$ cat src/rtl/regfile_wport_arbiter_pkg.sv
// rtl/regfile_wport_arbiter_pkg.sv - shared CPU constants and write-port arbiter state type
package regfile_wport_arbiter_pkg;

    localparam int XLEN = 32;

    localparam logic [4:0] REG_ZERO = 5'd0;
    localparam logic [4:0] REG_A0   = 5'd10;

    typedef enum logic [1:0] {
        IDLE = 2'd0,
        PEND = 2'd1,
        HOLD = 2'd2
    } arb_state_t;

endpackage

$ cat src/rtl/regfile_wport_arbiter_if.sv
// rtl/regfile_wport_arbiter_if.sv - writeback, side-request and register-file write bus
interface regfile_wport_arbiter_if #(
    parameter int XLEN = regfile_wport_arbiter_pkg::XLEN
);
    logic            wb_we;
    logic [4:0]      wb_rd;
    logic [XLEN-1:0] wb_data;

    logic            ecall_valid;
    logic [XLEN-1:0] ecall_data;
    logic            ecall_ready;

    logic            dbg_valid;
    logic [4:0]      dbg_rd;
    logic [XLEN-1:0] dbg_data;
    logic            dbg_ready;

    logic            rf_we;
    logic [4:0]      rf_waddr;
    logic [XLEN-1:0] rf_wdata;

    logic            pipe_hold;
    logic [31:0]     pend_mask;
    logic            proto_err;

    modport master (
        output wb_we, wb_rd, wb_data,
        output ecall_valid, ecall_data,
        output dbg_valid, dbg_rd, dbg_data,
        input  ecall_ready, dbg_ready,
        input  rf_we, rf_waddr, rf_wdata,
        input  pipe_hold, pend_mask, proto_err
    );

    modport slave (
        input  wb_we, wb_rd, wb_data,
        input  ecall_valid, ecall_data,
        input  dbg_valid, dbg_rd, dbg_data,
        output ecall_ready, dbg_ready,
        output rf_we, rf_waddr, rf_wdata,
        output pipe_hold, pend_mask, proto_err
    );

endinterface

$ cat src/rtl/regfile_wport_arbiter_wport_buf.sv
// rtl/regfile_wport_arbiter_wport_buf.sv - one-entry valid/ready holding register for a side write
module wport_buf #(
    parameter int XLEN = regfile_wport_arbiter_pkg::XLEN
) (
    input  logic            clk,
    input  logic            rst,
    input  logic            valid_i,
    input  logic [4:0]      rd_i,
    input  logic [XLEN-1:0] data_i,
    output logic            ready_o,
    input  logic            drain_i,
    output logic            fill_o,
    output logic            full_o,
    output logic [4:0]      rd_o,
    output logic [XLEN-1:0] data_o
);
    import regfile_wport_arbiter_pkg::*;

    logic            full_q, full_d;
    logic [4:0]      rd_q, rd_d;
    logic [XLEN-1:0] data_q, data_d;

    assign ready_o = rst & ~full_q;
    // writes to x0 complete the handshake but are dropped here
    assign fill_o  = valid_i & ready_o & (rd_i != REG_ZERO);

    always_comb begin
        full_d = full_q;
        rd_d   = rd_q;
        data_d = data_q;
        if (fill_o) begin
            full_d = 1'b1;
            rd_d   = rd_i;
            data_d = data_i;
        end else if (drain_i) begin
            full_d = 1'b0;
        end
    end

    always_ff @(posedge clk) begin
        if (!rst) begin
            full_q <= 1'b0;
            rd_q   <= REG_ZERO;
            data_q <= '0;
        end else begin
            full_q <= full_d;
            rd_q   <= rd_d;
            data_q <= data_d;
        end
    end

    assign full_o = full_q;
    assign rd_o   = rd_q;
    assign data_o = data_q;

endmodule

$ cat src/rtl/regfile_wport_arbiter.sv
// rtl/regfile_wport_arbiter.sv - register-file write-port arbiter: writeback first, buffered side writes drained into idle cycles
module regfile_wport_arbiter #(
    parameter int XLEN         = regfile_wport_arbiter_pkg::XLEN,
    parameter int STARVE_LIMIT = 4
) (
    input  logic                    clk,
    input  logic                    rst,
    regfile_wport_arbiter_if.slave  bus
);
    import regfile_wport_arbiter_pkg::*;

    localparam logic [1:0] S_IDLE = IDLE;
    localparam logic [1:0] S_PEND = PEND;
    localparam logic [1:0] S_HOLD = HOLD;
    localparam logic [3:0] LIMIT  = 4'(STARVE_LIMIT);

    logic            e_full, e_fill, e_drain;
    logic            d_full, d_fill, d_drain;
    logic [4:0]      e_rd, d_rd;
    logic [XLEN-1:0] e_data, d_data;
    logic            wb_sel, any_drain, any_full_d;

    logic [1:0]      state_q, state_d;
    logic [3:0]      starve_q, starve_d;
    logic            pipe_hold_q;
    logic            proto_err_q, proto_err_d;

    // writeback to x0 leaves the port free for a buffered write
    assign wb_sel    = bus.wb_we & (bus.wb_rd != REG_ZERO);
    assign e_drain   = rst & ~wb_sel & e_full;
    assign d_drain   = rst & ~wb_sel & ~e_full & d_full;
    assign any_drain = e_drain | d_drain;

    wport_buf #(.XLEN(XLEN)) u_ecall_buf (
        .clk     (clk),
        .rst     (rst),
        .valid_i (bus.ecall_valid),
        .rd_i    (REG_A0),
        .data_i  (bus.ecall_data),
        .ready_o (bus.ecall_ready),
        .drain_i (e_drain),
        .fill_o  (e_fill),
        .full_o  (e_full),
        .rd_o    (e_rd),
        .data_o  (e_data)
    );

    wport_buf #(.XLEN(XLEN)) u_dbg_buf (
        .clk     (clk),
        .rst     (rst),
        .valid_i (bus.dbg_valid),
        .rd_i    (bus.dbg_rd),
        .data_i  (bus.dbg_data),
        .ready_o (bus.dbg_ready),
        .drain_i (d_drain),
        .fill_o  (d_fill),
        .full_o  (d_full),
        .rd_o    (d_rd),
        .data_o  (d_data)
    );

    always_comb begin
        bus.rf_we    = 1'b0;
        bus.rf_waddr = REG_ZERO;
        bus.rf_wdata = '0;
        if (rst && wb_sel) begin
            bus.rf_we    = 1'b1;
            bus.rf_waddr = bus.wb_rd;
            bus.rf_wdata = bus.wb_data;
        end else if (e_drain) begin
            bus.rf_we    = 1'b1;
            bus.rf_waddr = e_rd;
            bus.rf_wdata = e_data;
        end else if (d_drain) begin
            bus.rf_we    = 1'b1;
            bus.rf_waddr = d_rd;
            bus.rf_wdata = d_data;
        end
    end

    assign any_full_d = e_fill | (e_full & ~e_drain) | d_fill | (d_full & ~d_drain);

    always_comb begin
        state_d  = state_q;
        starve_d = '0;
        case (state_q)
            S_IDLE: begin
                if (any_full_d) state_d = S_PEND;
            end
            S_PEND: begin
                if (!any_full_d) begin
                    state_d = S_IDLE;
                end else if (!any_drain) begin
                    if (starve_q == LIMIT) state_d = S_HOLD;
                    else                   starve_d = starve_q + 4'd1;
                end
            end
            S_HOLD: begin
                if (!any_full_d) state_d = S_IDLE;
            end
            default: state_d = S_IDLE;
        endcase
    end

    assign proto_err_d = proto_err_q | ((state_q == S_HOLD) & bus.wb_we);

    always_ff @(posedge clk) begin
        if (!rst) begin
            state_q     <= S_IDLE;
            starve_q    <= '0;
            pipe_hold_q <= 1'b0;
            proto_err_q <= 1'b0;
        end else begin
            state_q     <= state_d;
            starve_q    <= starve_d;
            pipe_hold_q <= (state_d == S_HOLD);
            proto_err_q <= proto_err_d;
        end
    end

    always_comb begin
        bus.pend_mask = '0;
        if (d_full) bus.pend_mask[d_rd] = 1'b1;
        if (e_full) bus.pend_mask[e_rd] = 1'b1;
        bus.pend_mask[REG_ZERO] = 1'b0;
    end

    assign bus.pipe_hold = pipe_hold_q;
    assign bus.proto_err = proto_err_q;

endmodule
$ cat src/flat_wrapper.sv
// flat-port wrapper written by rule: the top's interface ports become plain ports
module regfile_wport_arbiter_flat import regfile_wport_arbiter_pkg::*;
#(
    parameter int XLEN         = regfile_wport_arbiter_pkg::XLEN,
    parameter int STARVE_LIMIT = 4
)
  (clk, rst, bus_wb_we, bus_wb_rd, bus_wb_data, bus_ecall_valid, bus_ecall_data, bus_dbg_valid, bus_dbg_rd, bus_dbg_data, bus_ecall_ready, bus_dbg_ready, bus_rf_we, bus_rf_waddr, bus_rf_wdata, bus_pipe_hold, bus_pend_mask, bus_proto_err);
  regfile_wport_arbiter_if #(.XLEN(XLEN)) bus_i ();
  input  logic clk;
  input  logic rst;
  input wire logic [$bits(bus_i.wb_we)-1:0] bus_wb_we;
  input wire logic [$bits(bus_i.wb_rd)-1:0] bus_wb_rd;
  input wire logic [$bits(bus_i.wb_data)-1:0] bus_wb_data;
  input wire logic [$bits(bus_i.ecall_valid)-1:0] bus_ecall_valid;
  input wire logic [$bits(bus_i.ecall_data)-1:0] bus_ecall_data;
  input wire logic [$bits(bus_i.dbg_valid)-1:0] bus_dbg_valid;
  input wire logic [$bits(bus_i.dbg_rd)-1:0] bus_dbg_rd;
  input wire logic [$bits(bus_i.dbg_data)-1:0] bus_dbg_data;
  output wire logic [$bits(bus_i.ecall_ready)-1:0] bus_ecall_ready;
  output wire logic [$bits(bus_i.dbg_ready)-1:0] bus_dbg_ready;
  output wire logic [$bits(bus_i.rf_we)-1:0] bus_rf_we;
  output wire logic [$bits(bus_i.rf_waddr)-1:0] bus_rf_waddr;
  output wire logic [$bits(bus_i.rf_wdata)-1:0] bus_rf_wdata;
  output wire logic [$bits(bus_i.pipe_hold)-1:0] bus_pipe_hold;
  output wire logic [$bits(bus_i.pend_mask)-1:0] bus_pend_mask;
  output wire logic [$bits(bus_i.proto_err)-1:0] bus_proto_err;
  assign bus_i.wb_we = bus_wb_we;
  assign bus_i.wb_rd = bus_wb_rd;
  assign bus_i.wb_data = bus_wb_data;
  assign bus_i.ecall_valid = bus_ecall_valid;
  assign bus_i.ecall_data = bus_ecall_data;
  assign bus_i.dbg_valid = bus_dbg_valid;
  assign bus_i.dbg_rd = bus_dbg_rd;
  assign bus_i.dbg_data = bus_dbg_data;
  assign bus_ecall_ready = bus_i.ecall_ready;
  assign bus_dbg_ready = bus_i.dbg_ready;
  assign bus_rf_we = bus_i.rf_we;
  assign bus_rf_waddr = bus_i.rf_waddr;
  assign bus_rf_wdata = bus_i.rf_wdata;
  assign bus_pipe_hold = bus_i.pipe_hold;
  assign bus_pend_mask = bus_i.pend_mask;
  assign bus_proto_err = bus_i.proto_err;
  regfile_wport_arbiter #(.XLEN(XLEN), .STARVE_LIMIT(STARVE_LIMIT)) u_core (.clk(clk), .rst(rst), .bus(bus_i));
endmodule
$ cat config.mk
export PLATFORM = sky130hd
export DESIGN_NAME = regfile_wport_arbiter_flat
export DESIGN_NICKNAME = d
export VERILOG_FILES = /design/src/rtl/regfile_wport_arbiter_pkg.sv /design/src/rtl/regfile_wport_arbiter_if.sv /design/src/rtl/regfile_wport_arbiter_wport_buf.sv /design/src/rtl/regfile_wport_arbiter.sv /design/src/flat_wrapper.sv
export SDC_FILE = /design/constraint.sdc
export NUM_CORES = 1
export LEC_CHECK = 0
export CORE_ASPECT_RATIO = 1.1
export CORE_MARGIN = 2
export CORE_UTILIZATION = 34
export CTS_BUF_LIST = sky130_fd_sc_hd__clkbuf_8 sky130_fd_sc_hd__clkbuf_16
export DETAILED_ROUTE_END_ITERATION = 10
export PLACE_DENSITY = 0.67
export SYNTH_ARGS = -nofsm -noshare
export SYNTH_HDL_FRONTEND = slang
export SYNTH_SLANG_ARGS = --single-unit
$ cat constraint.sdc
create_clock -name clk -period 2.4 [get_ports clk]
set_input_delay 0.36 -clock clk [delete_from_list [all_inputs] [get_ports clk]]
set_output_delay 0.36 -clock clk [all_outputs]
set_load 0.01 [all_outputs]
* Word-level counts from Yosys, hierarchy flattened *
Cells that the tools add are included.

word-level totals
  input port bits = 111
  register bits = 80

cells by class
  equal/unequal tests = 4
  reductions and logical operators = 9
  order comparisons = 4
  bitwise gates (word level) = 27
  $add $sub $neg = 1
  muxes and demuxes = 25

operator list
  kind                                                                          number
  32-bit 2-to-1 mux                                                             5
  32-bit by 11-bit bitwise OR with 32-bit output                                1
  5-bit 2-to-1 mux                                                              3
  1-bit bitwise AND                                                             13
  2-bit 2-to-1 mux                                                              5
  5-bit nonzero test                                                            2
  1-bit 2-to-1 mux                                                              9
  1-bit NOT                                                                     8
  4-bit by 6-bit less-than comparator with 1-bit output, second input constant  1
  5-bit by 6-bit less-than comparator with 1-bit output, second input constant  1
  2-bit case mux with 3 select lines                                            1
  1-bit demux with 5-bit select                                                 1
  5-bit by 1-bit >= comparator with 1-bit output, second input constant         1
  1-bit bitwise OR                                                              5
  5-bit OR reduction                                                            1
  4-bit by 1-bit adder with 4-bit output, second input constant                 1
  2-bit == test, second input constant                                          2
  4-bit by 3-bit == test with 1-bit output, second input constant               1
  4-bit by 1-bit >= comparator with 1-bit output, second input constant         1
  2-bit nonzero test                                                            2
  1-bit logical AND                                                             3
  1-bit demux with 2-bit select                                                 1
  2-bit by 1-bit == test with 1-bit output, second input constant               1
  2-bit zero test                                                               1

* Depth between registers and ports, before layout *
Gate-level depths: netlist (run 1).

  depth in word-level cells = 13
  gate-level depth with buffers = 6

* Modules after synthesis *
A second synthesis (run 1) with hierarchy kept.

unflattened totals
  cells, all modules = 605
  area total of the unflattened synthesis = 4,968.5 um2

modules (own cells, without submodules)
  module                 instances  area each (um2)  cells an instance  sequential area each (um2)
  wport_buf              2          1,503.9          171                760.7
  regfile_wport_arbiter  1          1,960.6          263                160.2

* Worst setup path after synthesis (run 1) *
No wires, ideal clock.

  kind = in2out
  start = input port bus_wb_rd[0]
  end = output port bus_rf_wdata[10]
  cell stages on the path = 6
  arrival = 1,791 ps
  setup slack = 249 ps
  path through = or3_1 -> o311ai_1 -> buf_2 -> buf_2 -> nor2_1 -> a21oi_1

on the way
  word-level cells in the longest chain between the ends = 9
  elaborated cells between the ends (all ways) = 11

ends and longest elaborated chain
  item                            RTL line                                                  RTL
  start: declaration              flat_wrapper.sv:12                                        input wire logic [$bits(bus_i.wb_rd)-1:0] bus_wb_rd;
  5-bit nonzero test (*)          regfile_wport_arbiter.sv:29                               assign wb_sel = bus.wb_we & (bus.wb_rd != REG_ZERO);
  1-bit bitwise AND (*)           regfile_wport_arbiter.sv:29
  1-bit NOT                       regfile_wport_arbiter.sv:30, regfile_wport_arbiter.sv:31
  1-bit bitwise AND               regfile_wport_arbiter.sv:30, regfile_wport_arbiter.sv:31
  1-bit bitwise AND (2 in a row)  regfile_wport_arbiter.sv:31                               assign d_drain = rst & ~wb_sel & ~e_full & d_full;
  32-bit 2-to-1 mux               regfile_wport_arbiter.sv:74                               end else if (d_drain) begin
  32-bit 2-to-1 mux               regfile_wport_arbiter.sv:70                               end else if (e_drain) begin
  32-bit 2-to-1 mux (*)           regfile_wport_arbiter.sv:66                               if (rst && wb_sel) begin
  end: declaration                flat_wrapper.sv:23                                        output wire logic [$bits(bus_i.rf_wdata)-1:0] bus_rf_wdata;

Every way passes the cells marked *; elsewhere a longest branch is shown, timed or not.

* Worst setup path after layout (run 1) *
  start = input port bus_wb_rd[3]
  end = output port bus_rf_wdata[27]

Same word-level chain as after synthesis.

==> results by group, run 1 <==
Run status
  – Status: finished, final reports clean

Synthesis
  – Avg Cell Area, Syn: ~7.4 sq um
  – Main synth FF type: dfxtp_1
  – Main combinational cell family by area after synthesis: simple AND/OR/NAND/NOR gates
  – Flops & latches, synth: 80
  – Sequential area share after synthesis: 40.3%
  – Synth cell types: 37
  – Synth Cell Area: 3970 sq um
  – Post-synthesis adder-cell area fraction: 0.630%
  – Simple-Gate Fraction of Synth Area: between 20 and 30%
  – Ys async rst share: 0%
  – Compound-Gate Fraction of Synth Area: 24.7%
  – Mux contribution to synthesized area: 0%
  – Post-synth EDFFs: 0
  – Post-synthesis xor/xnor area fraction: less than 1%
  – Ys Warns: 0
  – Gate Count Post-Synth: between 500 and 600
  – Mapped Nets: approximately 650

Pwr
  – Total power: 0.00362 W
  – Max VDD drop: a little over 300 uV
  – Leakage power: approximately 2.7 nW
  – Pwr/cell area: 550 nW/um^2

Placed design
  – DP Area: 6140 sq um
  – I/O Buffers: roughly 180
  – Gpl congestion: just under 0.9
  – Post-DP HPWL: about 10,000 um

Floorplan
  – Die H: roughly 120 um
  – DIE AREA: about 13,000 sq um
  – CORE AREA: approximately 11,000 sq um
  – Starting Density: 34.7%
  – Die span in x: 107 um
  – Ports: between 150 and 200
  – Num rows: a little over 40

STA
  – Final min period: approximately 2.3 ns
  – RSZ-0062 raised after global routing: false
  – Achievable Freq: about 430 MHz
  – # setup viols final: 0
  – Worst hold slack: around 0.45 ns
  – Final Hold Fails: 0
  – Period utilisation layout: between 90% and 100%
  – Final max-slew violation count: 0
  – Worst Clk Skew: between 0.004 and 0.005 ns

Clock network
  – CTS root buf: clkbuf_16
  – Clock Latency Late Sink: 0.34 ns
  – Clock buffer count from CTS: 9
  – TritonCTS Sinks: 80
  – Htree depth: 3
  – CTS Hold Bufs: 0
  – Max Buffers Root-to-Sink: 2
  – Clock-pin slew on the worst setup and hold paths: 0.06 ns
  – CTS tree: done

Route
  – WL/cell: 16.7 um
  – Via density: 5.15
  – 1st-pass router iterations: 4
  – Vias: approximately 4.5k
  – Drt initial violations: approximately 220
  – Final ANT Viol Nets: 0
  – DRC viols: 0
  – WL final: approximately 15,000 um

GRT
  – GR Overflow Total: 0
  – Vias in the first global route: 4,470
  – Tot GR Track Use: between 20% and 30%
  – Initial antenna violation count: 0
  – First-pass GRT wire length: around 23,000 um
  – Largest net degree at the start of global routing: 45

Min path
  – Hold Path Class: flop to flop

Cells and area
  – Final nets: between 800 and 900
  – Inserted Diodes: 0
  – Layout Utilization: 57.5%
  – Share of layout cells above drive strength 1: roughly 16%
  – Finished layout cell area: roughly 6600 sq um
  – Area growth, synth to finish: 65.6%

Worst setup path
  – Slowest Stage Delay on Critical Path: around 0.42 ns
  – Critical Path Sink Type: primary output
  – Startpoint types: primary input
  – Crit-path max FO: 14
  – Worst setup path class: primary input to primary output
  – Worst EP required: 2.04 ns
  – Worst-path cell chain: buf_2 > or3_4 > o311ai_4 > buf_6 > buf_4 > buf_12 > buf_16 > a21oi_1 > clkdlybuf4s15_2
  – Arr. time, crit path: 1.98 ns
  – Critical path's slowest cell: or3_4
  – Delay-heaviest family, CP: buffers and inverters
  – Buf/Inv on CP: 6

Job
  – Max-cap violations: 0
cells in the mapped netlist, types with 2 or more instances:
| library cell | n | area [sq um] |
|---|---|---|
| a21boi_0 | 35 | 263 |
| o21ai_0 | 2 | 10.0 |
| nor2_1 | 66 | 248 |
| nand3_1 | 35 | 175 |
| a21oi_1 | 34 | 170 |
| ha_1 | 2 | 25.0 |
| a32oi_1 | 35 | 307 |
| nor2b_1 | 6 | 37.5 |
| dfxtp_1 | 80 | 1600 |
| or3b_2 | 2 | 17.5 |
| nand2_1 | 142 | 533 |
| clkbuf_1 | 35 | 131 |
| buf_2 | 12 | 60.1 |
| nand3b_1 | 5 | 37.5 |
| o31a_1 | 2 | 17.5 |
| inv_1 | 7 | 26.3 |
| or3_1 | 2 | 12.5 |
| a32o_1 | 3 | 30.0 |
| o211ai_1 | 3 | 22.5 |
| o211a_1 | 2 | 20.0 |
| and2_1 | 4 | 25.0 |
| a2111oi_0 | 4 | 35.0 |
| a211oi_1 | 2 | 15.0 |
| a22oi_1 | 2 | 15.0 |
repair_timing:
item	CTS	global route
setup buffers	11	0
endpoints found under the setup margin	39	15
hold endpoints to repair	0	0
pin swaps	6	2
cloned	6	0
resized for setup	169	2
cell families (layout without fill, tap and decap cells):
| kind of cell | Yosys count | after routing |
|---|---|---|
| DFF | 80 | 80 |
| adders and majority gates | 2 | 2 |
| other | 1 | 1 |
| buffers and inverters | 56 | 254 |
| xor gates and xnor gates | 2 | 2 |
| AOI/OAI and AO/OA | 129 | 129 |
| and+or+nand+nor | 265 | 265 |
worst register-to-register path: cells and delay by family (launching register included):
kind	cells	cell delay [ns]
compound gates	2	0.43
buf+inv	2	0.57
simple gates	2	0.29
flops	1	0.35
cell type report:
type / count / area (sq um)
clock buffers: 11 / 253
clock inverters: 5 / 55.1
fillers: 1053 / 4860
inverters: 7 / 26.3
multi-input cells: 399 / 2170
flip-flops and latches: 80 / 1600
well taps: 150 / 188
repair buffers: 231 / 2280
layer usage:
layer | share of wire, % | global-route usage, %
met2 | 50 | 40.6
met5 | 0 | 0
met3 | 5.7 | 4.67
met4 | 2.7 | 8.85
met1 | 42 | 28.5
worst paths after layout:
path                                start                           end  slack [ns]  cells after the start
max                          bus_wb_rd[3]              bus_rf_wdata[27]        0.06                      9
min          u_core.u_ecall_buf.data_o[1]  u_core.u_ecall_buf.data_o[1]        0.45                      2
max reg2reg       u_core.u_dbg_buf.full_o    u_core.u_dbg_buf.data_o[2]        0.69                      6
min reg2reg  u_core.u_ecall_buf.data_o[1]  u_core.u_ecall_buf.data_o[1]        0.45                      2
stage by stage:
| stage | worst slack, ns | setup TNS [ns] | std cells |
|---|---|---|---|
| after global placement | -0.593 | -21.62 | 852 |
| final | 0.0605 | 0 | 883 |
| after detailed placement | -0.610 | -22.19 | 852 |
| after CTS | 0.0391 | 0 | 885 |
| after global routing | 0.00698 | 0 | 883 |
| after floorplan | 0.249 | 0 | 535 |
flip-flops by register name, indices dropped and copies added, names as in the netlist:
register / flops
u_core.u_dbg_buf.rd_o: 5
u_core.u_ecall_buf.rd_o: 1
u_core.starve_q: 4
u_core.state_q: 2
u_core.u_ecall_buf.full_o: 1
u_core.u_ecall_buf.data_o: 32
u_core.u_dbg_buf.data_o: 32
u_core.bus.proto_err: 1
u_core.u_dbg_buf.full_o: 1
u_core.bus.pipe_hold: 1
where the power goes:
group | internal (W) | switching [W] | total, W
clock | 0.000860 | 0.000544 | 0.00140
sequential | 0.00141 | 0.0000531 | 0.00147
combinational | 0.000405 | 0.000345 | 0.000750
total | 0.00268 | 0.000942 | 0.00362
placed cells by master, fill, tap and decap left out, types with 2 or more instances in the layout:
cell	instances
nand2_1	142
buf_16	2
buf_2	34
a32oi_1	35
clkdlybuf4s15_2	6
clkbuf_16	9
nand3b_1	5
bufbuf_16	2
nand3_1	35
a21boi_0	35
dfxtp_2	2
a21oi_1	34
nor2b_1	6
ha_1	2
o31a_1	2
a22oi_1	2
nor2_1	66
a2111oi_0	4
buf_6	4
a32o_1	3
o211ai_1	3
buf_12	12
clkbuf_8	2
clkdlybuf4s50_1	139
a211oi_1	2
inv_1	8
buf_4	28
o21ai_0	2
and2_1	3
dlygate4sd2_1	3
o211a_1	2
dfxtp_1	78
Note: power is estimated with default switching activity, not from simulation.
==> run 2: changes to the inputs <==
Settings changed: PLACE_DENSITY 0.67 to 0.63, RECOVER_POWER set to 50, SYNTH_HIERARCHICAL set to 1.
==> run 2 against run 1 <==
Core utilization down 6.0 points. Critical path depth shrank 1. First-iteration DRC count up 47%. Synthesized cell count is 13% higher. Largest power group unchanged. Sequential power rose by 7%. Combinational power grew 11%. Cell area increased by 12%. Final cell count rose by 10%. Total power up 9.2%. Register-to-register slack worse by 0.47 ns. Clock skew about the same.
==> results by group, run 2 <==
Worst setup path
  – Worst-path cell chain: dlygate4sd2_1 > or3_4 > o21ai_4 > buf_4 > buf_12 > buf_6 > a311oi_1 > dlygate4sd2_1 (was buf_2 > or3_4 > o311ai_4 > buf_6 > buf_4 > buf_12 > buf_16 > a21oi_1 > clkdlybuf4s15_2)
  – Crit-path max FO: 11 (was 14)
  – Arr. time, crit path: 1.99 ns (was 1.98 ns)
  – Worst setup path class: primary input to primary output (unchanged)
  – Delay-heaviest family, CP: buffers and inverters (unchanged)
  – R2R depth: 6 (unchanged)
  – Buf/Inv on CP: 5 (was 6)
  – Critical path's slowest cell: or3_4 (unchanged)
  – CP most frequent cell: dlygate4sd2_1
  – Slowest Stage Delay on Critical Path: 0.42 ns (about the same)
  – Worst EP required: 2.04 ns (about the same)
  – Critical Path Sink Type: primary output (unchanged)
  – Startpoint types: primary input (unchanged)
  – Crit path depth: 8 (was 9)

Synthesis
  – Area leader, netlist: dfxtp_1 (unchanged)
  – Avg Cell Area, Syn: 8.21 sq um (was 7.43 sq um)
  – Post-synth top cells: dfxtp_1 (84), nand2_1 (83), a211oi_1 (70) (was nand2_1 (142), dfxtp_1 (80), nor2_1 (66))
  – Post-synth EDFFs: 0 (unchanged)
  – Synth Cell Area: 4970 sq um (was 3970 sq um)
  – Area contributors post-synth: dfxtp_1 (34%), a211oi_1 (11%), o211ai_1 (9.8%), nand2_1 (6.3%), o21ai_1 (5.8%) (was dfxtp_1 (40%), nand2_1 (13%), a32oi_1 (7.7%), a21boi_0 (6.6%), nor2_1 (6.2%))
  – Ys Warns: 6 (was 0)
  – Ys async rst share: 0% (unchanged)
  – Synth cell types: 49 (was 37)
  – Gate Count Post-Synth: 605 (was 535)
  – Top-count cell post-synth: dfxtp_1 (was nand2_1)
  – Share of the synthesized area in the top cell type: 33.8% (was 40.3%)
  – Flops & latches, synth: 84 (was 80)
  – Main synth FF type: dfxtp_1 (unchanged)
  – Sequential area share after synthesis: 33.8% (was 40.3%)

Placed design
  – Post-DP HPWL: 12,500 um (was 10,100 um)
  – Gpl congestion: 0.824 (was 0.891)
  – I/O Buffers: 183 (unchanged)
  – Placed Cells incl. Taps: 947 (was 852)
  – Place WS: -0.252 ns (was -0.610 ns)

Clock network
  – Clock Latency Late Sink: 0.33 ns (was 0.34 ns)
  – TritonCTS Sinks: 84 (was 80)
  – Clock buffer count from CTS: 9 (unchanged)
  – CTS Hold Bufs: 0 (unchanged)
  – CTS root buf: clkbuf_16 (unchanged)
  – Htree depth: 3 (unchanged)
  – Max Buffers Root-to-Sink: 2 (unchanged)
  – Clock-pin slew on the worst setup and hold paths: 0.06 ns (about the same)
  – CTS tree: done (unchanged)

Pwr
  – Pwr/cell area: 535 nW/um^2 (was 550 nW/um^2)
  – Leakage power: 2.51 nW (was 2.65 nW)
  – Max VDD drop: 429 uV (was 311 uV)

STA
  – # setup viols final: 0 (unchanged)
  – Worst Clk Skew: 0.00472 ns (was 0.00447 ns)
  – Max-slew headroom: about 45%
  – Final WS setup: 0.0503 ns (was 0.0605 ns)
  – Final max-slew violation count: 0 (unchanged)
  – Final min period: 2.35 ns (was 2.34 ns)
  – Worst hold slack: 0.456 ns (was 0.452 ns)
  – Achievable Freq: 426 MHz (was 427 MHz)
  – Final Hold Fails: 0 (unchanged)
  – Period utilisation layout: 97.9% (was 97.5%)
  – Slew @ Worst Pin: 0.827 ns

GRT
  – First-pass GRT wire length: 27,800 um (was 23,100 um)
  – Tot GR Track Use: 22.3% (was 23.5%)
  – Initial antenna violation count: 0 (unchanged)
  – Largest net degree at the start of global routing: 47 (was 45)
  – Vias in the first global route: 5,439 (was 4,470)
  – GR Overflow Total: 0 (unchanged)

Route
  – DRC viols: 0 (unchanged)
  – WL/cell: 18.6 um (was 16.7 um)
  – Max layer used: met4 (unchanged)
  – Via density: 5.73 (was 5.15)
  – Met1 Routed Length: 8010 um (was 6170 um)
  – Final ANT Viol Nets: 0 (unchanged)
  – WL final: 18,100 um (was 14,700 um)
  – Met2 WL: 8610 um (was 7320 um)
  – Vias: 5,573 (was 4,549)
  – Met3 WL: 1260 um (was 832 um)
  – 1st-pass router iterations: 5 (was 4)
  – Drt initial violations: 326 (was 222)

Cells and area
  – FILL cells: 1,363 (was 1,053)
  – Multi-input combinational cell area: 2890 sq um (was 2170 sq um)
  – Layout Utilization: 51.5% (was 57.5%)
  – Most common cell after layout, fill and taps aside: clkdlybuf4s50_1 (was nand2_1)
  – Inserted Diodes: 0 (unchanged)
  – FF+latch area: 1690 sq um (was 1600 sq um)
  – Area growth, synth to finish: 48.7% (was 65.6%)
  – Share of layout cells above drive strength 1: 11.4% (was 15.7%)
  – Final nets: 889 (was 841)
  – Post-route insts no fill: 973 (was 883)
  – Most frequent cells in the layout: clkdlybuf4s50_1 (136), nand2_1 (83), dfxtp_1 (80) (was nand2_1 (142), clkdlybuf4s50_1 (139), dfxtp_1 (78))

Floorplan
  – Ports: 185 (unchanged)
  – Num rows: 46 (was 41)
  – Die H: 131 um (was 117 um)
  – DIE AREA: 15,600 sq um (was 12,600 sq um)
  – Starting Density: 34.7% (about the same)
  – CORE AREA: 14,300 sq um (was 11,400 sq um)
  – Die span in x: 119 um (was 107 um)

Min path
  – Hold Path Depth: 2 (unchanged)
  – Hold Path Class: flop to flop (unchanged)

Run status
  – Status: finished, final reports clean (unchanged)

Job
  – Max-cap violations: 0 (unchanged)
==> run 2: cell count changes after synthesis, moves of 11 or more <==
cell      previous run  this run
o211ai_1             3        65
buf_6                1        15
nand2_1            142        83
a211oi_1             2        70
o22ai_1              0        31
nor2_1              66         5
a22oi_1              2        33
a21oi_1             34         1
o21ai_1              0        58
nand3_1             35         5
o21ai_0              2        13
a32oi_1             35         0
a21boi_0            35         2
==> run 2: final timing paths <==
kind	start	end	slack (ns)
max	bus_wb_rd[0]	bus_rf_waddr[4]	0.05
min	u_core/u_dbg_buf/data_o[7]	u_core/u_dbg_buf/data_o[7]	0.46
max reg2reg	u_core/u_ecall_buf/full_o	u_core/u_ecall_buf/data_o[6]	0.22
min reg2reg	u_core/u_dbg_buf/data_o[7]	u_core/u_dbg_buf/data_o[7]	0.46
==> run 2: kinds of logic after synthesis <==
| group | synth area share [%] |
|---|---|
| AOI/OAI and AO/OA | 42.0 |
| and+or+nand+nor | 14.0 |
| DFF | 33.8 |
| buffers and inverters | 9.12 |
| xor gates and xnor gates | 0.353 |
| adders and majority gates | 0.504 |
| other | 0.151 |
==> run 2: repair_timing <==
action	in CTS	in global routing
setup endpoints to repair	50	42
cloned	1	0
resized for setup	49	8
buffers inserted	3	6
pin swaps	1	1
==> run 2: metal layers <==
metal | global-route usage (%) | vias up
met1 | 28.5 | 2664
met5 | 0 | -
met2 | 38.4 | 219
li1 | - | 2663
met4 | 5.88 | 0
met3 | 4.95 | 27
==> run 2: power breakdown <==
group | internal, W | switching (W) | total, W
Sequential | 0.00150 | 0.0000755 | 0.00157
Clock | 0.000993 | 0.000553 | 0.00155
Combinational | 0.000408 | 0.000424 | 0.000832
==> run 2: metrics by stage <==
stage | setup TNS, ns | total power [W] | area (sq um)
floorplan | 0 | 0.00202 | 5000
CTS | 0 | 0.00398 | 7340
detailed placement | -8.54 | 0.00244 | 6970
global route | -0.0907 | 0.00413 | 7390
finish | 0 | 0.00395 | 7390
global placement | -8.02 | 0.00242 | 6970
==> run 2: area by class of cell <==
| type | instances | share of cell area [%] |
|---|---|---|
| clock inverter | 4 | 0.965 |
| timing repair buffer | 227 | 29.8 |
| sequential | 84 | 22.9 |
| tap | 192 | 3.25 |
| multi-input combinational | 447 | 39.1 |
| inverter | 7 | 0.390 |
| clock buffer | 12 | 3.61 |
==> run 2: worst reg2reg max path, delay by kind of cell, from the launching register on <==
family	cells	cell delay [ns]
AOI/OAI and AO/OA	2	0.29
buffers and inverters	3	1.10
DFF	1	0.36
and+or+nand+nor	1	0.30
